[config.mk]
export PLATFORM = sky130hd
export DESIGN_NAME = wrr_table_arbiter
export DESIGN_NICKNAME = d
export VERILOG_FILES = /design/src/rtl/wrr_table_arbiter.sv
export SDC_FILE = /design/constraint.sdc
export NUM_CORES = 1
export LEC_CHECK = 0
export BUFFER_PORTS_ARGS = -buffer_cell sky130_fd_sc_hd__buf_2
export CAP_MARGIN = 15
export CELL_PAD_IN_SITES_DETAIL_PLACEMENT = 1
export CELL_PAD_IN_SITES_GLOBAL_PLACEMENT = 2
export CORE_MARGIN = 2
export CORE_UTILIZATION = 27
export CTS_CLUSTER_DIAMETER = 50
export DETAILED_ROUTE_END_ITERATION = 8
export PLACE_DENSITY_LB_ADDON = 0.1
export REMOVE_ABC_BUFFERS = 1
export SLEW_MARGIN = 5
export SYNTH_ARGS = -nofsm -noshare
export SYNTH_HDL_FRONTEND = slang
export SYNTH_SLANG_ARGS = --single-unit
export TNS_END_PERCENT = 10
[constraint.sdc]
create_clock -name clk -period 3.7 [get_ports clk]
set_input_delay 0.185 -clock clk [delete_from_list [all_inputs] [get_ports clk]]
set_output_delay 0.185 -clock clk [all_outputs]
set_load 0.01 [all_outputs]
[src/rtl/wrr_table_arbiter.sv]
// wrr_table_arbiter: weighted round-robin arbiter walking a programmable slot table
//   clk, rst          : clock and asynchronous active-high reset
//   enb               : advance enable, all state holds while low
//   pesos/selecciones : per-slot weight (consecutive grants) and queue id
//   table_len         : active slot count, 0 or above TABLE_SIZE selects the full table
//   buf_empty         : per-queue empty flags
//   selector/selector_enb : registered grant id and pop strobe
//   slot_idx/round_done   : registered current slot and wrap-to-slot-0 pulse
//   WRR_STRICT_PRIO_EN: when defined, a non-empty queue 0 preempts the table and freezes its position
module wrr_table_arbiter #(
    parameter int QUEUE_QUANTITY = 4,
    parameter int TABLE_SIZE = 8,
    parameter int MAX_WEIGHT = 64,
    localparam int WEIGHT_BITS = $clog2(MAX_WEIGHT),
    parameter int SEL_BITS = $clog2(QUEUE_QUANTITY),
    parameter int IDX_BITS = $clog2(TABLE_SIZE)
) (
    input  logic                            clk,
    input  logic                            rst,
    input  logic                            enb,
    input  logic [TABLE_SIZE*WEIGHT_BITS-1:0] pesos,
    input  logic [TABLE_SIZE*SEL_BITS-1:0]  selecciones,
    input  logic [IDX_BITS:0]               table_len,
    input  logic [QUEUE_QUANTITY-1:0]       buf_empty,
    output logic [SEL_BITS-1:0]             selector,
    output logic                            selector_enb,
    output logic [IDX_BITS-1:0]             slot_idx,
    output logic                            round_done
);
    localparam logic [IDX_BITS:0] FULL_LEN = TABLE_SIZE[IDX_BITS:0];
    localparam logic [SEL_BITS:0] QUEUE_LIM = QUEUE_QUANTITY[SEL_BITS:0];
    logic [WEIGHT_BITS-1:0] cnt, cnt_n, w;
    logic [SEL_BITS-1:0] q, selector_n;
    logic [IDX_BITS-1:0] slot_idx_n, nxt;
    logic [IDX_BITS:0] len, idx_inc;
    logic selector_enb_n, round_done_n, q_ok, elig, last, prio;
    assign len = (table_len == '0 || table_len > FULL_LEN) ? FULL_LEN : table_len;
    assign q = selecciones[slot_idx*SEL_BITS +: SEL_BITS];
    assign w = pesos[slot_idx*WEIGHT_BITS +: WEIGHT_BITS];
    // a slot index left beyond a shrunken table also wraps to 0 here
    assign idx_inc = {1'b0, slot_idx} + 1'b1;
    assign nxt = (idx_inc >= len) ? '0 : idx_inc[IDX_BITS-1:0];
    assign q_ok = {1'b0, q} < QUEUE_LIM;
    assign elig = (w != '0) && q_ok && !buf_empty[q] && (cnt < w);
    assign last = ({1'b0, cnt} + 1'b1) == {1'b0, w};
`ifdef WRR_STRICT_PRIO_EN
    assign prio = !buf_empty[0];
`else
    assign prio = 1'b0;
`endif
    always_comb begin
        selector_n = selector;
        selector_enb_n = 1'b0;
        slot_idx_n = slot_idx;
        cnt_n = cnt;
        round_done_n = 1'b0;
        if (enb && prio) begin
            selector_n = '0;
            selector_enb_n = 1'b1;
        end else if (enb) begin
            selector_n = elig ? q : selector;
            selector_enb_n = elig;
            cnt_n = (elig && !last) ? cnt + 1'b1 : '0;
            slot_idx_n = (elig && !last) ? slot_idx : nxt;
            round_done_n = !(elig && !last) && (nxt == '0);
        end
    end
    always_ff @(posedge clk or posedge rst) begin
        if (rst) begin
            selector <= '0;
            selector_enb <= 1'b0;
            slot_idx <= '0;
            round_done <= 1'b0;
            cnt <= '0;
        end else begin
            selector <= selector_n;
            selector_enb <= selector_enb_n;
            slot_idx <= slot_idx_n;
            round_done <= round_done_n;
            cnt <= cnt_n;
        end
    end
endmodule

# After elaboration in Yosys (flattened, before gate mapping)
# Cells that the tools add are included.
[classes] addsub=3 multipliers=1 order_cmp=4 eq_ne=1 shift=2 muxes=7 bitwise=1 reduce_logical=13
[ops] operator="$shiftx 48x7->6" n=1
[ops] operator="$shiftx 16x5->2" n=1
[ops] operator="$add 6x1->7 const B" n=1
[ops] operator="$eq 7x6->1" n=1
[ops] operator="$add 6x1->6 const B" n=1
[ops] operator="$lt 6x6->1" n=1
[ops] operator="$mux 6" n=1
[ops] operator="$reduce_bool 6->1" n=1
[ops] operator="$mul 3x2->5 const B" n=1
[ops] operator="$add 3x1->4 const B" n=1
[ops] operator="$ge 4x4->1" n=1
[ops] operator="$gt 4x4->1 const B" n=1
[ops] operator="$logic_and 1x1->1" n=4
[ops] operator="$logic_not 4->1" n=1
[ops] operator="$mux 4" n=1
[ops] operator="$reduce_and 2->1" n=2
[ops] operator="$logic_not 1->1" n=3
[ops] operator="$logic_not 3->1" n=1
[ops] operator="$lt 2x3->1 const B" n=1
[ops] operator="$mux 1" n=3
[ops] operator="$mux 3" n=1
[ops] operator="$bmux 1 s2" n=1
[ops] operator="$logic_or 1x1->1" n=1
[ops] operator="$not 1->1" n=1
[word_totals] regBits=13 in_bits=75 out_inout_bits=7 elab_cells=37

# Depth between registers and ports, before layout
[logic_depth] depth_word=10 depth_mapped=13

# Worst setup path after synthesis
# Ideal clock, no wire load.
[synth_path] kind="reg-to-reg" startpoint="register slot_idx[0]" endpoint="register cnt[4]" arrival_ps=2993 t_required_ps=3610 setup_slack_ps=616 stages_incl_launch_ff=12 path_buffers=1 synth_period_minus_slack_ps=3084 cell_sequence="dfrtp_1 > buf_6 > mux4_1 > mux2i_1 > ha_1 > nor2b_1 > o21a_1 > o21ai_0 > a21oi_1 > nor4_4 > o21ai_2 > o221ai_1"
[synth_via] elab_chain_cells=8
[synth_rtl] item="start: declaration" line_no="27" source="output logic [IDX_BITS-1:0] slot_idx,"
[synth_rtl] item="start signal: assignment" line_no="78" source="slot_idx <= slot_idx_n;"
[synth_rtl] item="branches (longest 6 deep; another with $lt 6x6->1)"
[synth_rtl] item="$logic_and 1x1->1 *" line_no="63" source="cnt_n = (elig && !last) ? cnt + 1'b1 : '0;"
[synth_rtl] item="$mux 6 *" line_no="63"
[synth_rtl] item="end signal: assignment" line_no="80" source="cnt <= cnt_n;"
[synth_rtl] item="end: declaration" line_no="32" source="logic [WEIGHT_BITS-1:0] cnt, cnt_n, w;"
# Mark *: on every way between the ends. The select of a mux whose other input is x is not followed.
# A chain may end at the register's enable or synchronous reset.

# Final worst setup path
# Ends and elaborated chain as after synthesis.

==> flow_summary.toml <==
[timing]
tns_ns = 0
hold_slack_ns = -0.0251
fin_crit_sh_pct = 88.9
fin_crit_ns = 3.29
slew_headroom_pct = 60.3
fmax_ghz = 0.304
setup_violations = 0
fin_ws_ns = 0.409
fin_worst_skew_ns = 0.00756
worstMarginPinSlew_ns = 0.590
final-max-slew-violation-count = 0
rsz0062_at_grt = "false"
report.final.hold_viol_count = 13

[clock_network]
clk_pin_slew_ns = 0.07
hold_buffers = 0
cts_sinks = 13
cts_tree = "done"
postCtsSetupBuffers = 0
cts_max_path_buffers = 2
clk_latency_ns = 0.25
root_buffer = "clkbuf_8"
cts_resized = 0
htreeDepth = 1
cts_buffers = 3

[synthesis]
syn-mean-instance-area_um2 = 10.5
syn_inst = 161
async_flop_share_pct = 100
ys_seq_area_share_pct = 19.2
synthTopCellsByArea = "mux4_1 (25%), dfrtp_1 (19%), ha_1 (8.8%)"
synth_cell_types = 41
synth_edf_count = 0
yosysWarnings = 0
yosys-top-cells-count = "mux4_1 (16), dfrtp_1 (13), ha_1 (12)"
netlist.area_leader.share_pct = 24.8
yosysTopAreaCell = "mux4_1"
syn_area_um2 = 1700
synth_ff_type = "dfrtp_1"
synth.most_common_cell = "mux4_1"
ys_ff_latch = 13

[grt]
antenna_found_initial = 0
gr-usage-all-layers_pct = 15.6
gr-total-overflow = 0
grt_pass1_wl_um = 8800
grt_pass1_vias = 1798
grt_max_degree = 20

[power_and_ir_drop]
ir_drop_mv = 0.253
clock_power_share_pct = 8.5
swShare_pct = 47.0
intPower_uw = 844
power_frac_seq_pct = 16.4
leakagePower_nw = 1.10
p_total_mw = 1.59
p_sw_uw = 747
power.density_nw_per_um2 = 707
p_comb_share_pct = 75.1

[placed_design]
gp_congestion = 0.755
port_buffers = 81
post_dp_cell_area_um2 = 2200
pre_cts_ws_ns = 0.392
hpwl_um = 4540

[detailed_routing]
wl_per_cell_um = 16.3
drt-initial-drc-count = 81
wl_um = 5250
drt.antenna.violating_nets = 0
vias = 1666
drc = 0
post_drt_via_cell_ratio = 5.17
detail_route.first_pass.iterations = 4

[setup_path]
start_kind = "flop"
end_kind = "flop"
arrival_ns = 3.39
cp.required_ns = 3.80
critPathKind = "flop to flop"
crit_slowest_cell = "mux4_1"
crit_chain = "buf_4 > mux4_1 > mux2i_1 > inv_1 > ha_1 > nor4_2 > o211ai_2 > o21ai_2 > o221ai_1"
critical_path.max_stage_delay_ns = 0.59
crit_fanout = 19

[floorplanning]
initial_core_util_pct = 28.3
io_pins = 82
die_h_um = 83.3
die_x_um = 83.3
std_cell_rows = 28
core_um2 = 5990
die-area_um2 = 6930

[status]
outcome = "finished with violations"
violations = "negative hold slack"

[cells_and_area]
num-fill-cells = 718
design_area_um2 = 2250
antenna_cells = 0
layout-drive-gt1-share_pct = 39.3
multi_input_area_um2 = 1290
final-seq-area_um2 = 325
final_nets = 335
synthToLayoutAreaGrowth_pct = 32.6

[job]
max_cap_violations = 0

[hold_path]
hold_class = "input port to asynchronous set/reset pin"
-- power by group through the flow --
stage / clock [mW] / combinational [mW] / sequential (mW)
floorplan: 0 / 0.785 / 0.310
global placement: 0 / 1.21 / 0.263
detailed placement: 0 / 1.21 / 0.264
CTS: 0.141 / 1.21 / 0.263
global route: 0.149 / 1.34 / 0.270
finish: 0.135 / 1.19 / 0.261
-- cell type report --
type | instances | area share, %
multi-input cells | 131 | 57.2
repair buffers | 88 | 20.4
flip-flops and latches | 13 | 14.5
well taps | 75 | 4.17
clock buffers | 4 | 2.00
inverters | 11 | 1.84
-- per-layer routing --
layer	vias up	global-route usage [%]	wire [um]
met3	5	3.58	390
met1	775	22.5	2600
met5	-	0	0
li1	818	-	-
met4	0	3.58	51
met2	68	23.6	2210
-- cells in the final DEF (no fill, tap or decap), types with 2 or more instances in the layout --
| cell type | netlist | final |
|---|---|---|
| a21o_1 | 2 | 2 |
| a21oi_1 | 9 | 9 |
| and3_1 | 5 | 5 |
| buf_2 | 2 | 81 |
| buf_4 | 0 | 7 |
| clkbuf_8 | 0 | 3 |
| dfrtp_1 | 13 | 13 |
| ha_1 | 12 | 12 |
| inv_1 | 11 | 11 |
| mux2i_1 | 10 | 10 |
| mux4_1 | 16 | 16 |
| nand2_1 | 5 | 5 |
| nand2b_1 | 6 | 6 |
| nand3_1 | 9 | 9 |
| nor2_1 | 8 | 8 |
| nor2b_1 | 5 | 5 |
| nor3_1 | 4 | 4 |
| o2111ai_1 | 2 | 2 |
| o211ai_1 | 6 | 6 |
| o21ai_0 | 6 | 6 |
| o221ai_1 | 4 | 4 |
| xnor2_1 | 4 | 4 |
-- flip-flops by register name (all words and copies together) (netlist names) --
signal and cells:
cnt 6, round_done 1, selector 2, selector_enb 1, slot_idx 3
-- cells by family (layout without fill, tap and decap cells) --
group           Yosys count  after routing  synth area share [%]
fa+ha+maj                12             12                  8.85
mux                      28             28                  32.7
xor+xnor                  5              5                  2.58
buf+inv                  17            103                  5.01
compound gates           35             35                  14.2
simple gates             51             51                  17.6
flops                    13             13                  19.2
-- per-stage QoR --
| step | cells | utilization (%) |
|---|---|---|
| floorplan | 155 | - |
| global placement | 318 | 36.8 |
| detailed placement | 318 | 36.8 |
| CTS | 322 | 37.6 |
| global route | 322 | 37.6 |
| finish | 322 | 37.6 |
-- worst max-delay path: cells and delay by family, from the launching register on --
| family | cells | cell delay [ns] |
|---|---|---|
| adders and majority gates | 1 | 0.28 |
| buffers and inverters | 2 | 0.40 |
| muxes | 2 | 0.83 |
| DFF | 1 | 0.50 |
| and+or+nand+nor | 1 | 0.34 |
| AOI/OAI and AO/OA | 3 | 0.79 |
-- path summary, 6_finish.rpt --
| path | depth (start not counted) | end | from | slack (ns) |
|---|---|---|---|---|
| worst max-delay path | 9 | cnt[4]$_DFFE_PP0P_ | slot_idx[0]$_DFFE_PP0P_ | 0.41 |
| worst max register to register | 9 | cnt[4]$_DFFE_PP0P_ | slot_idx[0]$_DFFE_PP0P_ | 0.41 |
| worst min register to register | 2 | selector[0]$_DFFE_PP0P_ | selector[0]$_DFFE_PP0P_ | 0.53 |
| min in group clk | 2 | cnt[0]$_DFFE_PP0P_ | enb | 0.32 |
| worst min-delay path | 2 | slot_idx[1]$_DFFE_PP0P_ | rst | -0.03 |
| max in group asynchronous | 2 | cnt[4]$_DFFE_PP0P_ | rst | 3.35 |
Power figures use the tool's default switching activity.
